==> src/rtl/riscv_pkg.sv <==
// riscv_pkg: shared opcode/funct3 encodings, MEM-stage FSM state and alignment helper.
package riscv_pkg;
  localparam logic [6:0] OP_LOAD  = 7'b0000011;
  localparam logic [6:0] OP_STORE = 7'b0100011;
  localparam logic [2:0] F3_B  = 3'b000;
  localparam logic [2:0] F3_H  = 3'b001;
  localparam logic [2:0] F3_W  = 3'b010;
  localparam logic [2:0] F3_D  = 3'b011;
  localparam logic [2:0] F3_BU = 3'b100;
  localparam logic [2:0] F3_HU = 3'b101;
  localparam logic [2:0] F3_WU = 3'b110;
  typedef enum logic {IDLE, WAIT} mem_state_t;
  function automatic logic misaligned(input logic [1:0] size, input logic [2:0] a);
    return (size == 2'd1 && a[0]) || (size == 2'd2 && |a[1:0]) || (size == 2'd3 && |a);
  endfunction
endpackage

==> src/rtl/load_align.sv <==
// load_align: shift the addressed lane of a 64-bit read word down and extend it by funct3.
module load_align
  import riscv_pkg::*;
#(
  parameter int XLEN = 64
) (
  input  logic [XLEN-1:0] i_rdata,
  input  logic [2:0]      i_lane,
  input  logic [2:0]      i_funct3,
  output logic [XLEN-1:0] o_result
);
  logic [XLEN-1:0] w_sh;
  assign w_sh = i_rdata >> {i_lane, 3'b000};
  always_comb
    o_result = i_funct3 == F3_B  ? {{(XLEN-8){w_sh[7]}}, w_sh[7:0]} :
               i_funct3 == F3_H  ? {{(XLEN-16){w_sh[15]}}, w_sh[15:0]} :
               i_funct3 == F3_W  ? {{(XLEN-32){w_sh[31]}}, w_sh[31:0]} :
               i_funct3 == F3_BU ? {{(XLEN-8){1'b0}}, w_sh[7:0]} :
               i_funct3 == F3_HU ? {{(XLEN-16){1'b0}}, w_sh[15:0]} :
               i_funct3 == F3_WU ? {{(XLEN-32){1'b0}}, w_sh[31:0]} :
               w_sh;
endmodule

==> src/rtl/memory_stage.sv <==
// memory_stage: RV64 MEM stage issuing loads/stores over a req/ack port and
// registering the MEM/WB latch, stalling the pipe while an access is outstanding.
module memory_stage
  import riscv_pkg::*;
#(
  parameter int XLEN = 64
) (
  input  logic            CLK,
  input  logic            RESET,
  input  logic            MEM_V,
  input  logic [31:0]     MEM_IR,
  input  logic [XLEN-1:0] MEM_NPC,
  input  logic [XLEN-1:0] MEM_ALU_RESULT,
  input  logic [XLEN-1:0] MEM_SR2,
  input  logic [4:0]      MEM_DRID,
  input  logic [XLEN-1:0] MEM_CSRFD,
  input  logic [XLEN-1:0] MEM_RFD,
  input  logic            MEM_FLUSH,
  output logic            DMEM_REQ,
  output logic            DMEM_WE,
  output logic [XLEN-1:0] DMEM_ADDR,
  output logic [XLEN-1:0] DMEM_WDATA,
  output logic [7:0]      DMEM_WSTRB,
  input  logic [XLEN-1:0] DMEM_RDATA,
  input  logic            DMEM_ACK,
  input  logic            DMEM_ERR,
  output logic            MEM_STALL,
  output logic            WB_V,
  output logic [31:0]     WB_IR,
  output logic [XLEN-1:0] WB_NPC,
  output logic [XLEN-1:0] WB_ALU_RESULT,
  output logic [XLEN-1:0] WB_MEM_RESULT,
  output logic [4:0]      WB_DRID,
  output logic [XLEN-1:0] WB_CSRFD,
  output logic [XLEN-1:0] WB_RFD,
  output logic            MEM_LAM,
  output logic            MEM_LAF,
  output logic            MEM_SAM,
  output logic            MEM_SAF
);
  mem_state_t      r_state;
  logic            r_kill;
  logic [2:0]      w_f3;
  logic [2:0]      w_lane;
  logic            w_is_load;
  logic            w_is_store;
  logic            w_mis;
  logic            w_go;
  logic            w_v;
  logic            w_done;
  logic            w_err;
  logic [7:0]      w_mask;
  logic [7:0]      w_wstrb;
  logic [XLEN-1:0] w_wdata;
  logic [XLEN-1:0] w_ld;
  assign w_f3       = MEM_IR[14:12];
  assign w_lane     = MEM_ALU_RESULT[2:0];
  assign w_is_load  = MEM_V && MEM_IR[6:0] == OP_LOAD;
  // store funct3 above D is not a store; it flows through as a plain op
  assign w_is_store = MEM_V && MEM_IR[6:0] == OP_STORE && !w_f3[2];
  assign w_mis      = misaligned(w_f3[1:0], w_lane);
  assign w_go       = (w_is_load || w_is_store) && !w_mis && !MEM_FLUSH;
  assign MEM_STALL  = r_state == IDLE ? w_go : !DMEM_ACK;
  assign w_v        = MEM_V && !MEM_FLUSH && !r_kill;
  // latching while in WAIT only happens on the ack cycle
  assign w_done     = r_state == WAIT;
  assign w_err      = w_done && DMEM_ERR;
  always_comb begin
    w_mask  = w_f3[1:0] == 2'd0 ? 8'h01 : w_f3[1:0] == 2'd1 ? 8'h03 :
              w_f3[1:0] == 2'd2 ? 8'h0F : 8'hFF;
    w_wstrb = w_is_store ? w_mask << w_lane : 8'h00;
    w_wdata = w_f3[1:0] == 2'd0 ? {8{MEM_SR2[7:0]}} : w_f3[1:0] == 2'd1 ? {4{MEM_SR2[15:0]}} :
              w_f3[1:0] == 2'd2 ? {2{MEM_SR2[31:0]}} : MEM_SR2;
  end
  load_align #(.XLEN(XLEN)) u_align (
    .i_rdata (DMEM_RDATA),
    .i_lane  (w_lane),
    .i_funct3(w_f3),
    .o_result(w_ld)
  );
  always_ff @(posedge CLK or posedge RESET) begin
    if (RESET) begin
      r_state       <= IDLE;
      r_kill        <= 1'b0;
      DMEM_REQ      <= 1'b0;
      DMEM_WE       <= 1'b0;
      DMEM_ADDR     <= '0;
      DMEM_WDATA    <= '0;
      DMEM_WSTRB    <= '0;
      WB_V          <= 1'b0;
      WB_IR         <= '0;
      WB_NPC        <= '0;
      WB_ALU_RESULT <= '0;
      WB_MEM_RESULT <= '0;
      WB_DRID       <= '0;
      WB_CSRFD      <= '0;
      WB_RFD        <= '0;
      MEM_LAM       <= 1'b0;
      MEM_LAF       <= 1'b0;
      MEM_SAM       <= 1'b0;
      MEM_SAF       <= 1'b0;
    end else begin
      if (r_state == IDLE) begin
        if (w_go) begin
          r_state    <= WAIT;
          DMEM_REQ   <= 1'b1;
          DMEM_WE    <= w_is_store;
          DMEM_ADDR  <= {MEM_ALU_RESULT[XLEN-1:3], 3'b000};
          DMEM_WDATA <= w_wdata;
          DMEM_WSTRB <= w_wstrb;
        end
      end else if (DMEM_ACK) begin
        r_state  <= IDLE;
        DMEM_REQ <= 1'b0;
        r_kill   <= 1'b0;
      end else if (MEM_FLUSH) begin
        r_kill <= 1'b1;
      end
      if (!MEM_STALL) begin
        WB_V          <= w_v;
        WB_IR         <= MEM_IR;
        WB_NPC        <= MEM_NPC;
        WB_ALU_RESULT <= MEM_ALU_RESULT;
        WB_DRID       <= MEM_DRID;
        WB_CSRFD      <= MEM_CSRFD;
        WB_RFD        <= MEM_RFD;
        WB_MEM_RESULT <= (w_v && w_is_load && w_done && !DMEM_ERR) ? w_ld : '0;
        MEM_LAM       <= w_v && w_is_load && w_mis;
        MEM_SAM       <= w_v && w_is_store && w_mis;
        MEM_LAF       <= w_v && w_is_load && w_err;
        MEM_SAF       <= w_v && w_is_store && w_err;
      end
    end
  end
endmodule

==> config.mk <==
export PLATFORM = sky130hd
export DESIGN_NAME = memory_stage
export DESIGN_NICKNAME = d
export VERILOG_FILES = /design/src/rtl/riscv_pkg.sv /design/src/rtl/load_align.sv /design/src/rtl/memory_stage.sv
export SDC_FILE = /design/constraint.sdc
export NUM_CORES = 1
export LEC_CHECK = 0
export ABC_AREA = 1
export CAP_MARGIN = 5
export CORE_AREA = 3 3 363 365
export CTS_BUF_LIST = sky130_fd_sc_hd__clkbuf_8
export DETAILED_ROUTE_END_ITERATION = 8
export DIE_AREA = 0 0 366 368
export PLACE_DENSITY = 0.38
export SLEW_MARGIN = 20
export SYNTH_ARGS = -nofsm -noshare
export SYNTH_HDL_FRONTEND = slang
export SYNTH_SLANG_ARGS = --single-unit
export TNS_END_PERCENT = 100
==> constraint.sdc <==
create_clock -name CLK -period 22.2 [get_ports CLK]
set_input_delay 3.33 -clock CLK [delete_from_list [all_inputs] [get_ports CLK]]
set_output_delay 3.33 -clock CLK [all_outputs]
set_load 0.1 [all_outputs]
==> Word level (Yosys, flattened, before mapping) <==
Cells that the tools add are included.
{ "totals": {"out_inout_bits": 501, "reg_bits": 499, "word_cells": 93} }
{ "classes": {"eq_ne": 11, "shift": 2, "n_reduce_logical": 37, "mux": 23, "n_bitwise": 1} }
{ "op_table": {"columns": ["cell", "n"], "rows": [
  ["64-bit 2-to-1 mux", 10],
  ["64-bit by 6-bit >> shifter with 64-bit output", 1],
  ["8-bit 2-to-1 mux", 4],
  ["1-bit logical AND", 19],
  ["3-bit equality test, second input constant", 3],
  ["1-bit 2-to-1 mux", 9],
  ["8-bit by 3-bit left shift with 8-bit output", 1],
  ["7-bit by 2-bit equality test with 1-bit output, second input constant", 1],
  ["7-bit by 6-bit equality test with 1-bit output, second input constant", 1],
  ["1-bit logical NOT", 6],
  ["2-bit AND reduction", 3],
  ["2-bit equality test, second input constant", 2],
  ["2-bit nonzero test", 2],
  ["3-bit by 1-bit equality test with 1-bit output, second input constant", 1],
  ["3-bit by 2-bit equality test with 1-bit output, second input constant", 1],
  ["3-bit logical NOT", 1],
  ["1-bit logical OR", 3],
  ["3-bit OR reduction", 1],
  ["2-bit by 1-bit equality test with 1-bit output, second input constant", 1],
  ["2-bit logical NOT", 1],
  ["2-bit != test, second input constant", 1],
  ["2-bit OR reduction", 1],
  ["1-bit NOT", 1]
]} }

==> Logic depth before layout (Yosys ltp) <==
{ "logic_depth": {"word_depth": 9, "mapped_depth": 14, "ltp_nobuf": 11} }

==> Hierarchy <==
From an unflattened synthesis, not the netlist that was laid out.
{ "hier_totals": {"hier_cells": 3286, "hier_area_um2": 24253.3} }
{ "modules_own_cells": {"columns": ["module", "cells_each", "area_per_inst_um2", "seq_area_each_um2", "instances"], "rows": [
  ["memory_stage", 2626, 21323.0, 12487.0, 1],
  ["load_align", 660, 2930.3, 0.0, 1]
]} }

==> Worst setup path after synthesis <==
Ideal clock, no wire load.
{ "synth_path": {"kind": "input-to-output", "start": "in MEM_IR[14]", "end": "out MEM_STALL", "arrival_ns": 4.734, "setup_slack_ns": 14.136, "path_buffers": 3, "stages": 8, "cell_sequence": "buf_2 nor2_1 nand2_1 a21oi_1 nand3_4 nand2_4 buf_4 buf_2"} }
{ "synth_via": {"elab_chain_len": 6} }
{ "synth_lines": {"columns": ["element", "line_no", "source"], "rows": [
  ["from (decl)", "memory_stage.sv:11", "input logic [31:0] MEM_IR,"],
  ["1-bit logical NOT", "memory_stage.sv:60", "assign w_is_store = MEM_V && MEM_IR[6:0] == OP_STORE && !w_f3[2];"],
  ["1-bit logical AND", "memory_stage.sv:60", null],
  ["1-bit logical OR", "memory_stage.sv:62", "assign w_go = (w_is_load || w_is_store) && !w_mis && !MEM_FLUSH;"],
  ["1-bit logical AND (2 in series)", "memory_stage.sv:62", null],
  ["1-bit 2-to-1 mux", "memory_stage.sv:63", "assign MEM_STALL = r_state == IDLE ? w_go : !DMEM_ACK;"],
  ["to (decl)", "memory_stage.sv:27", "output logic MEM_STALL,"]
]} }
Every way passes these cells.

==> Worst setup path after layout <==
{ "layout_path": {"start": "in MEM_IR[12]", "end": "out MEM_STALL"} }
{ "layout_via": {"elab_chain_len": 8} }
{ "layout_lines": {"columns": ["element", "line_no", "source"], "rows": [
  ["2-bit by 1-bit equality test with 1-bit output or 2-bit equality test (tied branches)", "riscv_pkg.sv:14", "return (size == 2'd1 && a[0]) || (size == 2'd2 && |a[1:0]) || (size == 2'd3 && |a);"],
  ["1-bit logical AND", "riscv_pkg.sv:14", null],
  ["1-bit logical OR", "riscv_pkg.sv:14", null],
  ["1-bit logical OR (*)", "riscv_pkg.sv:14", null],
  ["1-bit logical NOT (*)", "memory_stage.sv:62", null],
  ["1-bit logical AND (*) (2 in series)", "memory_stage.sv:62", null],
  ["1-bit 2-to-1 mux (*)", "memory_stage.sv:63", null]
]} }
Mark *: on every way between the ends. The rest lies on a longest branch, timed or not.

==> PnR_summary.wiki <==
{| class="wikitable"
! Metric !! Value
|-
| Result of the run || complete, no violations
|-
| Post-synthesis instance area || ~0.022 mm2
|-
| Area share of the leading cell type in the synthesized netlist || 0.5708
|-
| Max stage delay cell, worst path || sky130_fd_sc_hd__clkdlybuf4s50_1
|-
| Cells after synthesis || roughly 2700
|-
| FMAX || 87.80 MHz
|-
| Final HPWL from detailed placement || around 85000 um
|-
| Proportion of synthesized flip-flops having asynchronous set or reset || 1.000
|-
| Switching power as a share of total power || 0.3581
|-
| Cell family with most CP delay || buffers and inverters
|-
| Area of combinational cells with multiple inputs || about 0.0082 mm2
|-
| Vias in the first global route || 21571
|-
| Net switching component of the power || between 0.9 and 1 mW
|-
| Core Area || 0.1292 mm2
|-
| Worst EP required || around 19000 ps
|-
| Internal power component || 1.724 mW
|-
| Worst clock skew || slightly below 50 ps
|-
| Count of TritonRoute iterations in the first routing pass || 6
|-
| Sequential cell area || 0.01249 mm2
|-
| Static Leakage || 16.39 nW
|-
| Count of max-cap constraint violations || 0
|-
| Sort of element at the end of the critical path || primary output
|-
| Final sum of negative setup slack || 0 ps
|-
| Wire length of the first global-routing pass || around 160000 um
|-
| Routability congestion estimate from global placement || 0.8323
|-
| Clock edge transition at the registers on the reported setup and hold paths || approximately 50 ps
|-
| GRT Resource Usage Total || 0.1637
|-
| Arrival time reported for the critical path endpoint || ~8100 ps
|-
| Number of antenna violations at the first check in global routing || 16
|-
| Total I/O pin count || 928
|-
| Combinational cell fraction of total power || 0.238
|-
| Count of nets after finishing || 4057
|-
| Vias per inst || between 3 and 4
|-
| Share of cells above drive strength 1 || 0.06036
|-
| Mean post-synth cell area || 7.976 um2
|-
| Horizontal extent of the die || 366 um
|-
| CP Max Fanout || around 120
|-
| Top cells by area in the synthesized netlist || sky130_fd_sc_hd__dfrtp_1 57%, sky130_fd_sc_hd__nand2_1 24%, sky130_fd_sc_hd__o21ai_0 4.3%
|-
| Most frequent cell on the critical path || sky130_fd_sc_hd__clkdlybuf4s50_1
|-
| Least-Margin Pin Slew || between 1000 and 1500 ps
|-
| DR vias || 21570
|-
| Total of cells resized after clock tree synthesis || 0
|-
| Synth area leader || sky130_fd_sc_hd__dfrtp_1
|-
| Clock network fraction of total power || 0.399
|-
| Row count || about 130
|-
| Remaining DRCs || 0
|-
| # port buffers || around 920
|-
| Final setup fails || 0
|-
| Level count of the clock H-tree || 3
|-
| Cell Pwr Density || 76.68 mW/mm2
|-
| Path class of the lowest-slack min-delay path || flop to flop
|-
| Postcts setup bufs || 0
|-
| Pins Over Slew Limit || 0
|-
| Routed wirelength normalized by instance count || about 21 um
|-
| Unrepaired setup endpoints after global routing || no
|-
| Area of the die || 0.1347 mm2
|-
| Period Utilization, post-route || 0.5130
|-
| #FFs+latches synth || 499
|-
| Final routed wirelength across all metal layers || ~110000 um
|-
| Placed cells || 5268
|-
| Clk Tree Root Cell || sky130_fd_sc_hd__clkbuf_8
|-
| Post-route antenna net violation count || 0
|-
| Non-filler instance count after layout || around 5500
|-
| Total congestion overflow || 0
|-
| Clock tree from TritonCTS || built
|-
| Primary FF master, synth || sky130_fd_sc_hd__dfrtp_1
|-
| Layout overhead on the synthesized area || 60.12%
|-
| Crit path buf inv count || 3
|-
| Clock latency of the later-clocked register in the worst-skew pair || about 800 ps
|-
| Part of the Yosys area used for sequential elements || 0.5708
|-
| Distinct cell type count of the synthesized netlist || 37
|-
| Starting Density || 0.1694
|-
| Sequential Power Share || 0.363
|-
| Number of buffers on the longest clock path || 3
|-
| Tmin final || around 11000 ps
|-
| Kind of critical path || input pin to primary output
|-
| Largest net degree at the start of global routing || 142
|-
| Delay of the slowest cell on the worst path || about 1300 ps
|-
| Cell breakdown of the critical path || clkdlybuf4s50_1, nand2_4, inv_2, nand3_1, nand3_2, nand3_4, nand2_8, clkdlybuf4s50_1
|-
| Cts-stage hold buffer count || 0
|-
| Fillers || about 14000
|-
| Number of flops mapped to enable cells by yosys || 0
|-
| Normalized max-slew margin || 0.2394
|-
| Worst vdd ir || 41.72 uV
|-
| Final-report hold violation count || 0
|-
| Number of DRC violations after detailed-routing iteration 0 || ~1200
|-
| Clock tree sinks || about 500
|-
| Critical path launch point type || input pin
|-
| Count of synthesis-stage warnings from yosys || 0
|-
| Total CTS buffers || roughly 100
|-
| Height of the chip || ~370 um
|}
-- power by group through the flow --
stage,registers [mW],logic (mW),clock network [mW]
2_1_floorplan,1.30,0.104,0
3_3_place_gp,0.991,0.647,0
3_5_place_dp,0.992,0.646,0
4_1_cts,0.976,0.647,1.12
5_1_grt,0.981,0.669,1.16
6_report,0.976,0.639,1.07
-- state kept, by name, summed over array words and instances (netlist names), 5 cells and up --
name           flops
DMEM_ADDR         61
DMEM_WDATA        64
DMEM_WSTRB         8
WB_ALU_RESULT     64
WB_CSRFD          64
WB_DRID            5
WB_IR             32
WB_MEM_RESULT     64
WB_NPC            64
WB_RFD            64
-- cell families after synthesis --
| group | share of synthesized area |
|---|---|
| AO/OA/AOI/OAI | 0.07138 |
| buffers and inverters | 0.05496 |
| flip-flops | 0.5708 |
| other | 0.0001714 |
| AND/OR/NAND/NOR | 0.3027 |
-- layout by cell type, fill, tap and decap left out, types with 31 or more instances in the layout --
cell | netlist | final
sky130_fd_sc_hd__nor2_1 | 90 | 89
sky130_fd_sc_hd__inv_1 | 96 | 124
sky130_fd_sc_hd__clkdlybuf4s50_1 | 0 | 911
sky130_fd_sc_hd__a21oi_1 | 31 | 31
sky130_fd_sc_hd__buf_4 | 10 | 32
sky130_fd_sc_hd__nand2_1 | 1423 | 1423
sky130_fd_sc_hd__a31oi_1 | 32 | 32
sky130_fd_sc_hd__dfrtp_1 | 499 | 499
sky130_fd_sc_hd__o21ai_0 | 189 | 189
sky130_fd_sc_hd__clkbuf_8 | 0 | 137
sky130_fd_sc_hd__nand3_1 | 152 | 152
-- metal layers --
metal / track usage / part of all wire
met1: 0.1935 / 0.40
met2: 0.2869 / 0.50
met3: 0.05092 / 0.070
met4: 0.04197 / 0.021
met5: 0 / 0.00061
-- worst register-to-register path: stages (launching register included) --
cell and delay, ps:
sky130_fd_sc_hd__dfrtp_1 390, sky130_fd_sc_hd__nor2_1 200, sky130_fd_sc_hd__nand3_4 350, sky130_fd_sc_hd__nand2_8 720
sky130_fd_sc_hd__buf_4 910, sky130_fd_sc_hd__buf_4 910, sky130_fd_sc_hd__buf_4 670, sky130_fd_sc_hd__nand2_1 130
sky130_fd_sc_hd__nand2_1 90
-- per-stage QoR --
stage	utilization	instance area [um2]	hold slack, ps	setup WS [ps]	power [mW]
detailed placement	0.2534	32730	463.9	10660	1.637
CTS	0.2710	35000	479.8	10650	2.745
global placement	0.2535	32740	460.8	10680	1.639
floorplan	-	21880	485.1	4939	1.400
global route	0.2711	35020	494.5	10420	2.807
finish	0.2712	35030	474.8	10810	2.686
-- synthesized netlist by cell type (2+ instances only) --
| master | n |
|---|---|
| sky130_fd_sc_hd__a21oi_1 | 31 |
| sky130_fd_sc_hd__o21ai_0 | 189 |
| sky130_fd_sc_hd__nor2_4 | 2 |
| sky130_fd_sc_hd__buf_1 | 5 |
| sky130_fd_sc_hd__nand2_1 | 1423 |
| sky130_fd_sc_hd__nand3_1 | 152 |
| sky130_fd_sc_hd__nand4_1 | 3 |
| sky130_fd_sc_hd__inv_1 | 96 |
| sky130_fd_sc_hd__o211ai_1 | 15 |
| sky130_fd_sc_hd__o31ai_1 | 4 |
| sky130_fd_sc_hd__buf_6 | 2 |
| sky130_fd_sc_hd__o21bai_1 | 4 |
| sky130_fd_sc_hd__buf_2 | 98 |
| sky130_fd_sc_hd__dfrtp_1 | 499 |
| sky130_fd_sc_hd__or2_2 | 5 |
| sky130_fd_sc_hd__nand2_4 | 2 |
| sky130_fd_sc_hd__a221oi_1 | 4 |
| sky130_fd_sc_hd__nand3_2 | 2 |
| sky130_fd_sc_hd__a31oi_1 | 32 |
| sky130_fd_sc_hd__clkbuf_1 | 54 |
| sky130_fd_sc_hd__inv_2 | 7 |
| sky130_fd_sc_hd__nor2_1 | 90 |
| sky130_fd_sc_hd__buf_4 | 10 |
-- final cells by class --
type / count / share of cell area
flip-flops and latches: 499 / 0.3565
repair buffers: 950 / 0.2695
multi-input cells: 1973 / 0.2345
well taps: 1742 / 0.06222
clock buffers: 137 / 0.05383
inverters: 104 / 0.01164
clock inverters: 48 / 0.01082
diodes: 15 / 0.001072
-- worst paths after layout --
| check | to | start | slack (ps) | cells past startpoint |
|---|---|---|---|---|
| max | MEM_STALL | MEM_IR[12] | 10810 | 8 |
| min | WB_CSRFD[25] | WB_CSRFD[25] | 470 | 2 |
| max reg2reg | WB_MEM_RESULT[13] | r_state | 17730 | 8 |
| min reg2reg | WB_CSRFD[25] | WB_CSRFD[25] | 470 | 2 |
| max in group asynchronous | WB_CSRFD[24] | RESET | 16840 | 4 |
| min in group asynchronous | WB_IR[6] | RESET | 3120 | 2 |
No activity file was read; power rests on OpenSTA's default activity.
